<file path="src/rtl/hex_display_ctrl_if.sv">
// rtl/hex_display_ctrl_if.sv - load/result bus between a host and the hex display controller
interface hex_display_ctrl_if #(
    parameter int NUM_DIGITS = 6,
    parameter int VALUE_W    = 20
);
    logic [VALUE_W-1:0]      value;
    logic                    load;
    logic                    busy;
    logic                    done;
    logic [4*NUM_DIGITS-1:0] digits;
    logic [NUM_DIGITS-1:0]   digit_en;

    modport master (
        output value, load,
        input  busy, done, digits, digit_en
    );

    modport slave (
        input  value, load,
        output busy, done, digits, digit_en
    );
endinterface

</file>
<file path="src/rtl/hex_display_ctrl.sv">
// rtl/hex_display_ctrl.sv - serial double-dabble binary-to-BCD converter with leading-zero mask
module hex_display_ctrl #(
    parameter int NUM_DIGITS = 6,
    parameter int VALUE_W    = 20
) (
    input  logic               clk,
    input  logic               rst_n,
    hex_display_ctrl_if.slave  bus
);
    localparam int BCD_W = 4 * NUM_DIGITS;
    localparam int CNT_W = (VALUE_W > 1) ? $clog2(VALUE_W) : 1;

    function automatic logic [63:0] max_val(input int nd);
        logic [63:0] p;
        p = 64'd1;
        for (int i = 0; i < nd; i++) p = p * 64'd10;
        return p - 64'd1;
    endfunction

    // Largest value that fits in NUM_DIGITS decimal digits.
    localparam logic [63:0] MAXVAL = max_val(NUM_DIGITS);

    typedef enum logic [1:0] {
        S_IDLE = 2'd0,
        S_CONV = 2'd1,
        S_FIN  = 2'd2
    } state_t;

    state_t              state_q;
    logic [VALUE_W-1:0]  shift_q;
    logic [VALUE_W-1:0]  shift_d;
    logic [BCD_W-1:0]    bcd_q;
    logic [BCD_W-1:0]    bcd_adj;
    logic [BCD_W-1:0]    bcd_d;
    logic [CNT_W-1:0]    cnt_q;
    logic                ovf_q;
    logic                busy_q;
    logic                done_q;
    logic [BCD_W-1:0]    digits_q;
    logic [NUM_DIGITS-1:0] en_q;
    logic [NUM_DIGITS-1:0] en_d;
    logic                seen_nz;
    logic                ovf_d;

    assign ovf_d = ({{(64-VALUE_W){1'b0}}, bus.value} > MAXVAL);

    always_comb begin
        bcd_adj = bcd_q;
        for (int i = 0; i < NUM_DIGITS; i++) begin
            if (bcd_q[4*i +: 4] >= 4'd5) begin
                bcd_adj[4*i +: 4] = bcd_q[4*i +: 4] + 4'd3;
            end
        end
        bcd_d   = {bcd_adj[BCD_W-2:0], shift_q[VALUE_W-1]};
        shift_d = shift_q << 1;

        // A digit is significant once any digit at or above it is nonzero.
        seen_nz = 1'b0;
        en_d    = '0;
        for (int i = NUM_DIGITS - 1; i >= 0; i--) begin
            seen_nz = seen_nz | (bcd_d[4*i +: 4] != 4'd0);
            en_d[i] = seen_nz;
        end
        en_d[0] = 1'b1;
    end

    always_ff @(posedge clk) begin
        if (!rst_n) begin
            state_q  <= S_IDLE;
            shift_q  <= '0;
            bcd_q    <= '0;
            cnt_q    <= '0;
            ovf_q    <= 1'b0;
            busy_q   <= 1'b0;
            done_q   <= 1'b0;
            digits_q <= '0;
            en_q     <= {{(NUM_DIGITS-1){1'b0}}, 1'b1};
        end else begin
            done_q <= 1'b0;
            case (state_q)
                S_IDLE: begin
                    if (bus.load) begin
                        shift_q <= bus.value;
                        bcd_q   <= '0;
                        cnt_q   <= CNT_W'(VALUE_W - 1);
                        ovf_q   <= ovf_d;
                        busy_q  <= 1'b1;
                        state_q <= S_CONV;
                    end
                end
                S_CONV: begin
                    bcd_q   <= bcd_d;
                    shift_q <= shift_d;
                    if (cnt_q == '0) begin
                        busy_q   <= 1'b0;
                        done_q   <= 1'b1;
                        digits_q <= ovf_q ? {NUM_DIGITS{4'hA}} : bcd_d;
                        en_q     <= ovf_q ? {NUM_DIGITS{1'b1}} : en_d;
                        state_q  <= S_FIN;
                    end else begin
                        cnt_q <= cnt_q - 1'b1;
                    end
                end
                S_FIN: begin
                    state_q <= S_IDLE;
                end
                default: begin
                    state_q <= S_IDLE;
                    busy_q  <= 1'b0;
                end
            endcase
        end
    end

    assign bus.busy     = busy_q;
    assign bus.done     = done_q;
    assign bus.digits   = digits_q;
    assign bus.digit_en = en_q;
endmodule
</file>
<file path="src/flat_wrapper.sv">
// flat-port wrapper written by rule: the top's interface ports become plain ports
module hex_display_ctrl_flat 
#(
    parameter int NUM_DIGITS = 6,
    parameter int VALUE_W    = 20
)
  (clk, rst_n, bus_value, bus_load, bus_busy, bus_done, bus_digits, bus_digit_en);
  hex_display_ctrl_if #(.NUM_DIGITS(NUM_DIGITS), .VALUE_W(VALUE_W)) bus_i ();
  input  logic clk;
  input  logic rst_n;
  input wire logic [$bits(bus_i.value)-1:0] bus_value;
  input wire logic [$bits(bus_i.load)-1:0] bus_load;
  output wire logic [$bits(bus_i.busy)-1:0] bus_busy;
  output wire logic [$bits(bus_i.done)-1:0] bus_done;
  output wire logic [$bits(bus_i.digits)-1:0] bus_digits;
  output wire logic [$bits(bus_i.digit_en)-1:0] bus_digit_en;
  assign bus_i.value = bus_value;
  assign bus_i.load = bus_load;
  assign bus_busy = bus_i.busy;
  assign bus_done = bus_i.done;
  assign bus_digits = bus_i.digits;
  assign bus_digit_en = bus_i.digit_en;
  hex_display_ctrl #(.NUM_DIGITS(NUM_DIGITS), .VALUE_W(VALUE_W)) u_core (.clk(clk), .rst_n(rst_n), .bus(bus_i));
endmodule
</file>
<file path="config.mk">
export PLATFORM = sky130hd
export DESIGN_NAME = hex_display_ctrl_flat
export DESIGN_NICKNAME = d
export VERILOG_FILES = /design/src/rtl/hex_display_ctrl_if.sv /design/src/rtl/hex_display_ctrl.sv /design/src/flat_wrapper.sv
export SDC_FILE = /design/constraint.sdc
export NUM_CORES = 1
export LEC_CHECK = 0
export ABC_CLOCK_PERIOD_IN_PS = 6220
export CORE_MARGIN = 5
export CORE_UTILIZATION = 45
export DETAILED_ROUTE_END_ITERATION = 12
export PLACE_DENSITY_LB_ADDON = 0.3
export REMOVE_ABC_BUFFERS = 1
export SETUP_SLACK_MARGIN = 0.1
export SYNTH_ARGS = -nofsm -noshare
export SYNTH_HDL_FRONTEND = slang
export SYNTH_SLANG_ARGS = --single-unit
export TNS_END_PERCENT = 1
</file>
<file path="constraint.sdc">
create_clock -name clk -period 6.22 [get_ports clk]
set_input_delay 1.244 -clock clk [delete_from_list [all_inputs] [get_ports clk]]
set_output_delay 1.244 -clock clk [all_outputs]
set_load 0.02 [all_outputs]
</file>
==> results by group <==
Run status
  • Status: complete, no violations

Timing
  • Worst hold slack: about 0.47 ns
  • Final Hold Vio Count: 0
  • Max Fclk: between 300 and 400 MHz
  • Setup TNS: 0 ns
  • Final setup viols: 0
  • Fin. max-slew vios: 0
  • Rel. slew slack: 0.3158
  • RSZ-0062 raised after global routing: no
  • Period utilization: 0.5230
  • Slew of the pin with the lowest slew margin: 1.023 ns
  • Max Clock Skew: 0.007767 ns
  • Crit path time final: ~3.3 ns

Routing
  • Total routed wirelength: roughly 8.6 mm
  • Vias: 3,342
  • First-iteration detailed-routing DRC count: between 200 and 250
  • DRC Markers: 0
  • Routed Antenna Nets: 0
  • TritonRoute pass-1 iters: 7
  • Avg WL per Cell: ~14 um
  • Vias/cell: between 5 and 6

Clock tree
  • Number of setup buffers added after CTS: 0
  • Post-cts resize count: 0
  • CTS max path bufs: 2
  • CTS tree: yes
  • Clock Pin Slew Worst Setup and Hold Paths: around 0.080 ns
  • H-tree depth: 3
  • CTS sink count: between 80 and 90
  • Root buf cell: clkbuf_8
  • Clk_lat worst skew: between 0.3 and 0.4 ns
  • CTS Buf Count: 9
  • Hold buffers post-CTS: 0

Run
  • Max-cap violations: 0

Setup path
  • CP Launch Type: flip-flop
  • R2R setup slack: slightly below 3 ns
  • Crit path required time: 6.47 ns
  • Worst endpoint data arrival time: between 3 and 4 ns
  • WS Path Type: flip-flop to flip-flop
  • Critical Path Max Stage Delay: between 0.7 and 0.8 ns
  • Critical-path maximum fanout: 22
  • Crit path capture type: flip-flop
  • Worst-path cell with the longest stage delay: nor2b_2
  • Ordered cell list for the critical path: nor2b_2 > buf_4 > and2_1 > o311ai_1 > nor3_2 > nand4b_1 > o221a_1

Floorplan
  • Io pins: 55
  • Initial Util: 0.4562
  • Core ar.: 8593 um^2
  • Die area: about 11,000 um^2
  • # rows: 34
  • Die H: a little over 100 um
  • Die Wd: ~100 um

Global routing
  • First-pass GRT wire length: ~15 mm
  • Gr usage total: 0.1753
  • Initial antenna violation count: 0
  • Largest net degree at the start of global routing: slightly above 80
  • GRT overflow: 0
  • Vias in the first global route: roughly 3,300

Logic synthesis
  • Sequential area share after synthesis: 0.4239
  • Cell variety after synth: 42
  • Yosys reg bits: 83
  • Synth Cell Area: roughly 3900 um^2
  • Yosys top cell area share: 0.4239
  • Post-synth EDFFs: 0
  • Ys Warns: 0
  • Share of flip-flops with an asynchronous set or reset: 0
  • Synth Flop Type: dfxtp_1
  • Synth area leaders: dfxtp_1 42%, nand2_1 6.9%, o211a_1 5.9%
  • Mapped Avg Cell Area: roughly 8.5 um^2
  • Dominant cell type by area after synthesis: dfxtp_1
  • Post-Syn Instances: about 460

Place
  • PortBufs: 53
  • Post-DP Area: 4504 um^2
  • GPL Wtd Cong: a little over 0.8
  • Detail Placement HPWL: approximately 6 mm

Power and ir drop
  • Internal power: approximately 0.83 mW
  • Switching power: around 0.34 mW
  • Flop pwr share: 0.509
  • Switching Share: 0.2913
  • Combinational share of power: 0.191
  • Clk network pwr share: 0.300
  • Worst vdd ir: approximately 130 uV
  • Power Density: between 200 and 300 nW/um^2
  • Static Leak: between 1.5 and 2 nW

Finish
  • Reg area: roughly 1700 um^2
  • Final nets: 540
  • Layout cells sized above 1: 0.05906
  • Fill count: slightly above 800
  • Layout area overhead: 19.47%
  • Diodes inserted: 0
  • Multi-input logic area: between 2000 and 2500 um^2
  • Final instance area: around 4700 um^2

Hold path
  • Hold Crit Class: flip-flop to flip-flop
[placed cells by master (no fill, tap or decap), drive strengths merged, types with 2 or more instances in the layout]
cell type and count:
clkinv 4, nand3 22, clkbuf 11, o221a 3
a21boi 3, nor2 22, o211a 23, mux2i 6
clkdlybuf4s50 52, nor2b 30, o21ai 28, xor2 3
nand3b 2, and3 2, or3 4, a211oi 2
and2 12, ha 14, buf 5, a21o 2
inv 19, o22ai 4, a22oi 27, a21oi 15
dfxtp 83, xnor2 6, nor3 9, nand2b 12
nand2 72
[worst max-delay path: cells and delay by family, from the launching register on]
kind / cells / cell delay (ns)
DFF: 1 / 0.43
and+or+nand+nor: 4 / 1.82
buffers and inverters: 1 / 0.38
AOI/OAI and AO/OA: 2 / 0.52
[stage by stage]
stage          setup WS, ns  std cells  utilization  total power [mW]
2_1_floorplan         2.884        435            -            0.7426
3_3_place_gp          3.038        600       0.5242            0.8313
3_5_place_dp          2.968        600       0.5242            0.8374
4_1_cts               2.940        616       0.5450             1.191
5_1_grt               2.625        616       0.5450             1.243
6_report              2.967        616       0.5450             1.175
[synthesized netlist by cell type (3+ instances only)]
library cell and n:
a21oi_1 13, a22oi_1 27, and2_1 12, clkbuf_1 25, dfxtp_1 83, ha_1 14
inv_1 19, mux2i_1 6, nand2_1 72, nand2b_1 12, nand3_1 22, nor2_1 22
nor2b_1 30, nor3_1 8, o211a_1 23, o21ai_0 28, o22ai_1 4, or3_1 4
xnor2_1 6, xor2_1 3
[state kept, by name, summed over array words and instances, names as in the netlist]
register             flops
u_core.bus.digits       24
u_core.shift_q          20
u_core.bus.busy          1
u_core.bcd_q            24
u_core.bus.done          1
u_core.cnt_q             5
u_core.state_q           2
u_core.bus.digit_en      5
u_core.ovf_q             1
[layer usage]
metal | share of wire | routed length (um) | global-route usage | vias up
met2 | 0.49 | 4189 | 0.2921 | 96
met5 | 0 | 0 | 0 | -
met1 | 0.44 | 3806 | 0.2190 | 1561
met4 | 0.0066 | 57 | 0.05578 | 0
li1 | - | - | - | 1681
met3 | 0.066 | 569 | 0.05097 | 4
[cells by family (layout without fill, tap and decap cells)]
group                      count (synthesis)  count (layout)  share of synthesized area
and+or+nand+nor                          192             192                     0.2445
AOI/OAI and AO/OA                        111             111                     0.2040
DFF                                       83              83                     0.4239
buffers and inverters                     47              92                    0.04660
adders and majority gates                 14              14                    0.04469
xor gates and xnor gates                   9               9                    0.02011
muxes                                      6               6                    0.01532
other                                      1               1                  0.0009566
[worst paths after layout]
path	from	end	cells after the start
max	u_core.state_q[0]$_SDFFE_PN0P_	u_core.bus.digit_en[1]$_SDFFE_PN0P_	7
min	u_core.bus.digits[0]$_SDFFE_PN0P_	u_core.bus.digits[0]$_SDFFE_PN0P_	2
max reg2reg	u_core.state_q[0]$_SDFFE_PN0P_	u_core.bus.digit_en[1]$_SDFFE_PN0P_	7
min reg2reg	u_core.bus.digits[0]$_SDFFE_PN0P_	u_core.bus.digits[0]$_SDFFE_PN0P_	2
[power by group through the flow]
stage	Clock (mW)	Sequential [mW]	Combinational [mW]
2_1_floorplan	0	0.623	0.120
3_3_place_gp	0	0.609	0.222
3_5_place_dp	0	0.610	0.227
4_1_cts	0.365	0.598	0.228
5_1_grt	0.386	0.604	0.252
6_report	0.352	0.598	0.225
[final cells by class]
type / instances / share of cell area
multi-input combinational: 333 / 0.4443
sequential: 83 / 0.3548
inverter: 19 / 0.01523
clock inverter: 5 / 0.005878
timing repair buffer: 57 / 0.1186
tap: 108 / 0.02885
clock buffer: 11 / 0.03233
(Power assumes the default switching activity.)
==> RTL edit: new RTL, config.mk and constraints unchanged <==
`VALUE_W` is set to 20 in 3 places; all go to 40.
--- a/src/rtl/hex_display_ctrl_if.sv
+++ b/src/rtl/hex_display_ctrl_if.sv
@@ -1,7 +1,7 @@
 // rtl/hex_display_ctrl_if.sv - load/result bus between a host and the hex display controller
 interface hex_display_ctrl_if #(
     parameter int NUM_DIGITS = 6,
-    parameter int VALUE_W    = 20
+    parameter int VALUE_W    = 40
 );
     logic [VALUE_W-1:0]      value;
     logic                    load;
--- a/src/rtl/hex_display_ctrl.sv
+++ b/src/rtl/hex_display_ctrl.sv
@@ -1,7 +1,7 @@
 // rtl/hex_display_ctrl.sv - serial double-dabble binary-to-BCD converter with leading-zero mask
 module hex_display_ctrl #(
     parameter int NUM_DIGITS = 6,
-    parameter int VALUE_W    = 20
+    parameter int VALUE_W    = 40
 ) (
     input  logic               clk,
     input  logic               rst_n,
--- a/src/flat_wrapper.sv
+++ b/src/flat_wrapper.sv
@@ -2,7 +2,7 @@
 module hex_display_ctrl_flat 
 #(
     parameter int NUM_DIGITS = 6,
-    parameter int VALUE_W    = 20
+    parameter int VALUE_W    = 40
 )
   (clk, rst_n, bus_value, bus_load, bus_busy, bus_done, bus_digits, bus_digit_en);
   hex_display_ctrl_if #(.NUM_DIGITS(NUM_DIGITS), .VALUE_W(VALUE_W)) bus_i ();
Ports: changed (resized bus_value); port bits go from 55 to 75. No check against the original RTL was run, so the function may have changed too.
==> RTL edit against the original RTL <==
  * Sequential cell count is 21 higher
  * Routed wire length is 29% higher
  * Count of clock-buffer cells in the layout is 1 lower
  * Critical path depth is 3 lower
  * Highest routed layer unchanged
  * Worst hold slack better by 0.011 ns
  * Largest power group unchanged
  * Setup slack worse by 0.030 ns
  * Utilization is 1.1 points higher
  * Non-clock buffer count is 20 higher
  * Area after synthesis is 21% higher
  * Final area is 23% higher
  * Power is 30% higher
  * Die area is 19% higher
==> RTL edit: results (changes against the original RTL) <==
----------------------------------------------------
[Global routing]
  Global-route wire length before repair ... 19000 µm (+28%)
  Via count of the first global-routing pass ... 4095 (+26%)
  Global Route Usage Sum ... 17.6% (+0.078 points)
  Pin count of the biggest net entering global routing ... 79 (-4.8%)

[Placement]
  Final weighted congestion in routability-driven placement ... 0.850 (+5.4%)
  Total instance count after detailed placement ... 763 (+27%)
  Placed instance area ... 5510 µm² (+22%)
  Post-Place Worst Slack ... 2.55 ns (-0.414 ns)
  Sum of net half-perimeters after detailed placement ... 7710 µm (+30%)
  Count of port buffers added during placement ... 73 (+38%)

[Synthesis]
  Post-Synthesis Cells ... 588 (+27%)
  Area contributors post-synth ... dfxtp_1, nor2_1, nand2_1
  Unique cell type count in the Yosys netlist ... 48 (+14%)
  Top cells by instance count after synthesis ... nor2_1, dfxtp_1, nand2_1, a21oi_1, a311oi_1
  Sequential element share of the synthesized area ... 43.8% (+1.4 points)

[Clock network]
  CTS H-tree depth ... 3 (unchanged)
  CTS clock-pin slew for the worst setup and hold paths ... 0.10 ns (+0.02 ns)

[Power and ir drop]
  Pleak ... 0.00215 µW (+8.2%)

[Timing]
  Worst Tran Pin Value ... 1.18 ns (+0.156 ns)
  Max Clock Skew ... 0.0107 ns (+0.00293 ns)

[Status]
  Result of the run ... finished clean

[Cells and area]
  Layout cells sized above 1 ... 4.52% (-1.4 points)
  Number of non-filler instances in the completed layout ... 778 (+26%)
  Number of nets in the layout ... 695 (+29%)
  Filler cell count in the final layout ... 971 (+20%)
  Design area ... 5740 µm² (+23%)

[Drt]
  First DRT Iteration DRCs ... 233 (+14%)
  Overall routed net length ... 11100 µm (+29%)
  Iteration count of the initial detailed-routing pass ... 4 (-3)
  Total via count after detailed routing ... 4257 (+27%)

[Critical path]
  CP peak stage delay ... 0.83 ns (+0.09 ns)
  Worst EP arrival ... 3.48 ns (-0.02 ns)
  Slowest cell on crit path ... clkdlybuf4s50_1
  Peak fanout along the critical path ... 46 (+110%)

----------------------------------------------------
-- RTL edit: cell types whose count changed in the layout (fill, tap and decap cells not counted), sizes merged, moves of 11 or more --
cell	delta
nor3b	+11
o211a	-23
a21oi	+26
a22oi	-12
a311oi	+39
dfxtp	+21
nand2	+22
nor2b	-29
nor2	+88
clkdlybuf4s50	+21
nand3	-19
-- RTL edit: final cells by class --
| cell class | count | area share (%) |
|---|---|---|
| flip-flops and latches | 104 | 36.3 |
| inverters | 17 | 1.11 |
| clock inverters | 5 | 1.85 |
| repair buffers | 77 | 13.2 |
| clock buffers | 10 | 2.22 |
| multi-input cells | 429 | 42.4 |
| well taps | 136 | 2.96 |
-- RTL edit: logic make-up after synthesis --
kind of cell	share of synthesized area, %
multiplexers	0.869
AND/OR/NAND/NOR	24.6
AO/OA/AOI/OAI	20.0
other	0.0789
XOR/XNOR	1.84
flip-flops	43.8
buffers and inverters	5.14
adder cells (fa/ha/maj)	3.69
-- RTL edit: worst max-delay path, delay by kind of cell --
family,cells,cell delay (ns)
buffers and inverters,3,2.13
AO/OA/AOI/OAI,1,0.09
-- RTL edit: worst paths after layout --
path                                    from                             endpoint  slack, ns  depth (start not counted)
max reg2reg     u_core.cnt_q[0]$_SDFFE_PN0P_  u_core.bus.digit_en[1]$_SDFFE_PN0P_       3.28                          8
min          u_core.shift_q[33]$_SDFFE_PN0P_      u_core.shift_q[34]$_SDFFE_PN0P_       0.48                          2
max                                    rst_n      u_core.shift_q[18]$_SDFFE_PN0P_       2.94                          4
min reg2reg  u_core.shift_q[33]$_SDFFE_PN0P_      u_core.shift_q[34]$_SDFFE_PN0P_       0.48                          2
-- RTL edit: routing by layer --
layer	wire [µm]	global-route usage (%)	up-vias	share of wire, %
met5	0	0	-	0
met1	5160	23.2	2001	46
met3	532	2.89	18	4.8
met4	189	6.41	0	1.7
li1	-	-	2133	-
met2	5250	29.1	105	47
-- RTL edit: metrics by stage --
step / power (µW) / hold WS [ns]
6_report: 1530 / 0.479
2_1_floorplan: 944 / 0.455
4_1_cts: 1540 / 0.481
3_5_place_dp: 1050 / 0.470
3_3_place_gp: 1040 / 0.461
5_1_grt: 1600 / 0.502
-- RTL edit: power by group --
part | switching, µW | internal, µW | total (µW)
clock | 225 | 266 | 491
combinational | 161 | 117 | 278
sequential | 37.3 | 720 | 758
total | 424 | 1100 | 1530
